[src/rtl/fwd_hazard_ctrl.sv]
// Forwarding-select and load-use stall controller for the 5-stage core.
// Shadows EX/MEM/WB destination metadata and drives the two EX operand-mux selects.
module fwd_hazard_ctrl #(
  parameter int CNT_W = 16
) (
  input  logic             clk,
  input  logic             reset_n,
  input  logic [4:0]       id_rs1,
  input  logic [4:0]       id_rs2,
  input  logic             id_rs1_used,
  input  logic             id_rs2_used,
  input  logic [4:0]       id_rd,
  input  logic             id_reg_write,
  input  logic             id_mem_read,
  input  logic             flush,
  output logic [1:0]       fwd_a_sel,
  output logic [1:0]       fwd_b_sel,
  output logic             stall,
  output logic [CNT_W-1:0] stall_count
);

  logic            ex_valid_reg;
  logic [1:0][4:0] ex_rs_reg;
  logic [1:0]      ex_used_reg;
  logic [4:0]      ex_rd_reg;
  logic            ex_reg_write_reg;
  logic            ex_mem_read_reg;

  logic            mem_valid_reg;
  logic [4:0]      mem_rd_reg;
  logic            mem_reg_write_reg;
  logic            mem_mem_read_reg;

  logic            wb_valid_reg;
  logic [4:0]      wb_rd_reg;
  logic            wb_reg_write_reg;

  logic [CNT_W-1:0] stall_count_reg;

  logic [1:0][4:0] id_rs;
  logic [1:0]      id_used;
  logic [1:0]      id_dep;
  logic [1:0][1:0] fwd_sel;
  logic            bubble;

  assign id_rs   = {id_rs2, id_rs1};
  assign id_used = {id_rs2_used, id_rs1_used};

  genvar gi;
  generate
    for (gi = 0; gi < 2; gi++) begin : g_operand
      logic use_ok;
      logic mem_hit;
      logic wb_hit;

      assign use_ok  = ex_valid_reg && ex_used_reg[gi];
      // A load still in MEM has no data yet, so it is never a forwarding source.
      assign mem_hit = use_ok && mem_valid_reg && mem_reg_write_reg && !mem_mem_read_reg &&
                       (mem_rd_reg != 5'd0) && (mem_rd_reg == ex_rs_reg[gi]);
      assign wb_hit  = use_ok && wb_valid_reg && wb_reg_write_reg &&
                       (wb_rd_reg != 5'd0) && (wb_rd_reg == ex_rs_reg[gi]);
      assign fwd_sel[gi] = mem_hit ? 2'b10 : (wb_hit ? 2'b01 : 2'b00);

      assign id_dep[gi] = id_used[gi] && (id_rs[gi] == ex_rd_reg);
    end
  endgenerate

  // Flush squashes the dependent instruction, so it masks the load-use stall.
  assign stall = ex_valid_reg && ex_mem_read_reg && (ex_rd_reg != 5'd0) &&
                 (|id_dep) && !flush;
  assign bubble = stall || flush;

  always_ff @(posedge clk) begin
    if (!reset_n) begin
      ex_valid_reg      <= 1'b0;
      ex_rs_reg         <= '0;
      ex_used_reg       <= '0;
      ex_rd_reg         <= '0;
      ex_reg_write_reg  <= 1'b0;
      ex_mem_read_reg   <= 1'b0;
      mem_valid_reg     <= 1'b0;
      mem_rd_reg        <= '0;
      mem_reg_write_reg <= 1'b0;
      mem_mem_read_reg  <= 1'b0;
      wb_valid_reg      <= 1'b0;
      wb_rd_reg         <= '0;
      wb_reg_write_reg  <= 1'b0;
      stall_count_reg   <= '0;
    end else begin
      wb_valid_reg      <= mem_valid_reg;
      wb_rd_reg         <= mem_rd_reg;
      wb_reg_write_reg  <= mem_reg_write_reg;

      mem_valid_reg     <= ex_valid_reg;
      mem_rd_reg        <= ex_rd_reg;
      mem_reg_write_reg <= ex_reg_write_reg;
      mem_mem_read_reg  <= ex_mem_read_reg;

      if (bubble) begin
        ex_valid_reg     <= 1'b0;
        ex_rs_reg        <= '0;
        ex_used_reg      <= '0;
        ex_rd_reg        <= '0;
        ex_reg_write_reg <= 1'b0;
        ex_mem_read_reg  <= 1'b0;
      end else begin
        ex_valid_reg     <= 1'b1;
        ex_rs_reg        <= id_rs;
        ex_used_reg      <= id_used;
        ex_rd_reg        <= id_rd;
        ex_reg_write_reg <= id_reg_write;
        ex_mem_read_reg  <= id_mem_read;
      end

      if (stall && (stall_count_reg != {CNT_W{1'b1}})) begin
        stall_count_reg <= stall_count_reg + CNT_W'(1);
      end
    end
  end

  assign fwd_a_sel   = fwd_sel[0];
  assign fwd_b_sel   = fwd_sel[1];
  assign stall_count = stall_count_reg;

endmodule

[config.mk]
export PLATFORM = sky130hd
export DESIGN_NAME = fwd_hazard_ctrl
export DESIGN_NICKNAME = d
export VERILOG_FILES = /design/src/rtl/fwd_hazard_ctrl.sv
export SDC_FILE = /design/constraint.sdc
export NUM_CORES = 1
export LEC_CHECK = 0
export CAP_MARGIN = 10
export CORE_MARGIN = 2
export CORE_UTILIZATION = 60
export CTS_BUF_LIST = sky130_fd_sc_hd__clkbuf_8
export CTS_CLUSTER_DIAMETER = 150
export DETAILED_ROUTE_END_ITERATION = 7
export DONT_BUFFER_PORTS = 1
export PLACE_DENSITY = 0.84
export SYNTH_ARGS = -nofsm -noshare
export SYNTH_HDL_FRONTEND = slang
export SYNTH_SLANG_ARGS = --single-unit
[constraint.sdc]
create_clock -name clk -period 3 [get_ports clk]
set_clock_uncertainty 0.1 [all_clocks]
set_input_delay 0.15 -clock clk [delete_from_list [all_inputs] [get_ports clk]]
set_output_delay 0.15 -clock clk [all_outputs]
set_load 0.02 [all_outputs]
Word level (Yosys, flattened, before mapping). Index checks and enable logic that the tools add are counted.

Register bits: 51. Bits of input ports: 22. Output and inout port bits: 21. Logic and storage cells: 64.

$add $sub $neg: 1. Eq/ne operators: 7. Muxes and demuxes: 5. Bitwise gates (word level): 1. Reductions and logical operators: 35.

Operator list (number): equality test 5 bit (6); logical AND 1 bit (27); adder 16 x 1 -> 16 bit, second input constant (1); inequality test 16 bit, second input constant (1); nonzero test 5 bit (3); two-way mux 2 bit (2); OR reduction 2 bit (2); two-way mux 1 bit (3); logical NOT 1 bit (2); logical OR 1 bit (1); NOT 1 bit (1).

Depth between registers and ports, before layout.
Word-level depth: 7. Mapped depth: 6. Gate-level depth less buffers: 5.

Worst setup path after synthesis. No wires, ideal clock.

Path kind: register -> output. Start: register mem_rd_reg[1]. End: output port fwd_b_sel[0]. Arrival: 1.840 ns. Data required time: 2.750 ns. Path slack: 0.910 ns. Stages on the path, launching flop included: 5. Path buffers: 0. Cells stage by stage: dfxtp_1 or4_1 o21ai_0 nor4_1 nor4bb_1.

Cells in the longest elaborated chain, start to end: 4. Elaborated cells on any way between the ends: 5. Those cells by class: 1 x eq/ne; 1 x mux; 3 x reduce/logical.

RTL lines: start, declared (RTL line 30) `logic [4:0] mem_rd_reg;`; start signal, assigned (RTL line 95) `mem_rd_reg <= ex_rd_reg;`; nonzero test 5 bit (RTL line 59) `(mem_rd_reg != 5'd0) && (mem_rd_reg == ex_rs_reg[gi]);`; logical AND 1 bit (RTL line 58) `assign mem_hit = use_ok && mem_valid_reg && mem_reg_write_reg && !mem_mem_read_reg &&`; logical AND 1 bit * (RTL line 59); net g_operand[1].mem_hit (RTL line 53) `logic mem_hit;`; two-way mux 2 bit * (RTL line 62) `assign fwd_sel[gi] = mem_hit ? 2'b10 : (wb_hit ? 2'b01 : 2'b00);`; end, declared (RTL line 17) `output logic [1:0] fwd_b_sel,`.

Mark *: on every way through the listed nets, which the timed path passes. The rest lies on a longest branch.

Worst setup path in the final report.
Start: register ex_rd_reg[1]. End: output port stall.

Cells in the longest elaborated chain, start to end: 5. Elaborated cells on any way between the ends: 9. Those cells by class: 2 x eq/ne; 7 x reduce/logical.

RTL lines: start, declared (RTL line 25) `logic [4:0] ex_rd_reg;`; start signal, assigned (RTL line 110) `ex_rd_reg <= id_rd;`; equality test 5 bit (RTL line 64) `assign id_dep[gi] = id_used[gi] && (id_rs[gi] == ex_rd_reg);`; logical AND 1 bit (RTL line 64); OR reduction 2 bit (RTL line 70) `(|id_dep) && !flush;`; logical AND 1 bit * (RTL line 69) `assign stall = ex_valid_reg && ex_mem_read_reg && (ex_rd_reg != 5'd0) &&`; logical AND 1 bit * (RTL line 70); end, declared (RTL line 18) `output logic stall,`.

Every way passes the cells marked *; elsewhere a longest branch is shown, timed or not.

==> metrics.cfg <==
[critical_path]
startpoint_type = register
path_cells = xor2_1 > nor4_4 > a32oi_2 > nor2_1
path_buf_inv = 0
critPathArrivalTime_ns = 2.50
crit_family = compound AO/OA/AOI/OAI gates
startpoint = ex_rd_reg[1]
r2r_end = stall_count[10]
r2r_setup_slack_ns = 0.49
cpMaxStageDelayCell = a32oi_2
worstReg2RegStart = ex_rd_reg[1]
required_ns = 2.75
cp-end-kind = output pin
cp.depth = 4
crit_type = register to output pin
worst-path-max-fanout = 28
r2r_cells = 5
max_stage_delay_ns = 0.96
crit_end = stall

[outcome]
status = finished clean

[grt]
first_global_vias = 1713
grt.total_usage_pct = 25.9
antenna_found_initial = 0
grt_pass1_wl_um = 8400
grt.overflow.total = 0
grt_max_degree = 31

[route]
wl_um = 5220
via_per_inst = 6.04
drc_errors = 0
drt-wirelength-per-cell_um = 16.9
drtIter0Drc = 135
antenna_left = 0
drtPass1Iterations = 4
vias = 1861

[sta]
finalSetupTns_ns = 0
worst_pin_slew_ns = 1.17
fmax_mhz = 364
post-route-min-period_ns = 2.75
hold_violations = 0
timing.final.crit_share_pct = 91.7
rsz0062_at_grt = no
slew_headroom_pct = 21.8
final_max_slew_viol_count = 0
setup_viol = 0
finalWorstSetupSlack_ns = 0.250

[yosys]
avgSynthCellArea_um2 = 9.57
syn_area_um2 = 2310
ys_ff_latch = 51
synthDistinctLibCells = 43
synth_edf_count = 0
yosysMostFrequentCell = dfxtp_1
synthTopCellsByCount = 51 x dfxtp_1, 36 x and2_1, 16 x nand2_1
yosys_warnings = 0
yosysTopAreaCell = dfxtp_1
synthCells = 241
synth_fp_nets = 264
synthTopCellsByArea = dfxtp_1 44%, and2_1 9.8%, xor2_1 5.7%, xnor2_1 4.9%, or4_1 3.6%
synthDominantCellAreaShare_pct = 44.3
ys.flop_type = dfxtp_1
synthArstFlopShare_pct = 0
ys_seq_area_share_pct = 44.3

[placed_design]
pre_cts_ws_ns = 0.639
place_congestion = 0.875
port_buffers = 0
dpl.hpwl_um = 3150

[cts]
clk_latency_ns = 0.30
cts_buffers = 5
cts_tree = done
cts_root_buf = clkbuf_8
cts_buffer_depth = 2
htree_levels = 2
clk_pin_slew_ns = 0.09
cts.sinks = 51

[layout]
nFillCells = 262
n_antenna_cell = 0
area_growth_pct = 15.5
drive_above_1_share_pct = 6.15
fin_nets = 282
largest_reg_flops = 16

[floorplan]
start_util_pct = 62.6
dieArea_um2 = 4360
die_h_um = 66.0
design.core.area_um2 = 3690
fp-row-count = 22
die_w_um = 66.0
ioPinCount = 43

[pwr]
peakVddDrop_mv = 0.403
p_leak_uw = 0.000974
p_per_area_nw_per_um2 = 507

[min_path]
hp-class = input pin to register

[job]
maxCapViolations = 0

[per-layer routing]
metal | global-route usage (%) | vias to the layer above | part of all wire (%)
met1 | 33.4 | 884 | 42
met3 | 7.67 | 11 | 7.1
met4 | 8.16 | 0 | 1.4
met2 | 41.8 | 76 | 49
li1 | - | 890 | -
met5 | 0 | - | 0
[area by class of cell]
cell class                 count  area, um^2  share of cell area (%)
clock buffer                   5        68.8                    2.58
inverter                       7        26.3                   0.986
timing repair buffer          22         215                    8.08
multi-input combinational    172        1200                    45.2
clock inverter                 3        67.6                    2.54
tap                           48        60.1                    2.25
sequential                    51        1020                    38.3
[placed cells by master (no fill, tap or decap), types with 2 or more instances in the layout]
cell type      Yosys  layout
dlygate4sd3_1      0      20
nand2_1           16      16
xnor2_1           13      13
bufinv_16          0       2
and4_1             2       2
nand2b_1           5       5
buf_4              3       2
nor4_2             2       2
nor4_1             7       7
xor2_1            15      15
nand4_1           10      10
o311ai_1           2       2
o211a_1            2       2
clkbuf_8           0       5
o31ai_1            7       7
mux2i_1            4       4
or4_1             11      11
nand3_1            4       4
o41ai_1            3       2
inv_1              6       6
a21oi_1            7       7
and2_1            36      36
nor2_1             7       7
dfxtp_1           51      51
nor3_1             2       2
o211ai_1           2       2
[cells by family (layout without fill, tap and decap cells)]
group           Yosys count  count (layout)  synth area share (%)
mux                       4               4                  1.74
fa+ha+maj                 1               1                 0.542
compound gates           32              32                  10.6
simple gates            107             107                  28.4
flops                    51              51                  44.3
buf+inv                  18              37                  3.85
xor+xnor                 28              28                  10.6
[how the worst min path moves through the flow]
| stage | endpoint | startpoint | slack [ns] | cells after the start |
|---|---|---|---|---|
| detailed placement | ex_rd_reg[0] | id_rd[0] | 0.17 | 1 |
| finish | ex_valid_reg | reset_n | 0.13 | 1 |
| CTS | ex_valid_reg | reset_n | 0.13 | 1 |
| global route | ex_valid_reg | reset_n | 0.19 | 1 |
| floorplan | ex_mem_read_reg | id_mem_read | 0.17 | 1 |
| global placement | stall_count[14] | reset_n | 0.17 | 1 |
[metrics by stage]
stage	power [uW]	utilization, %	std cells	instance area [um^2]	hold WS [ns]
after floorplan	776	-	241	2310	0.172
after global placement	781	63.1	280	2330	0.171
after detailed placement	783	63.1	280	2330	0.175
after CTS	1350	72.2	308	2660	0.126
after global routing	1400	72.2	308	2660	0.189
final	1350	72.2	308	2660	0.130
[power by group]
group / internal, uW / leakage (uW) / switching, uW
Sequential: 692 / 0.000415 / 16.8
Combinational: 47.6 / 0.000494 / 40.9
Clock: 332 / 0.0000644 / 221
[repair_timing]
item / in CTS / in global routing
resized for setup: 0 / 0
hold endpoints to repair: 44 / 0
buffers inserted: 0 / 0
hold buffers: 20 / 0
No activity file was read; power rests on OpenSTA's default activity.
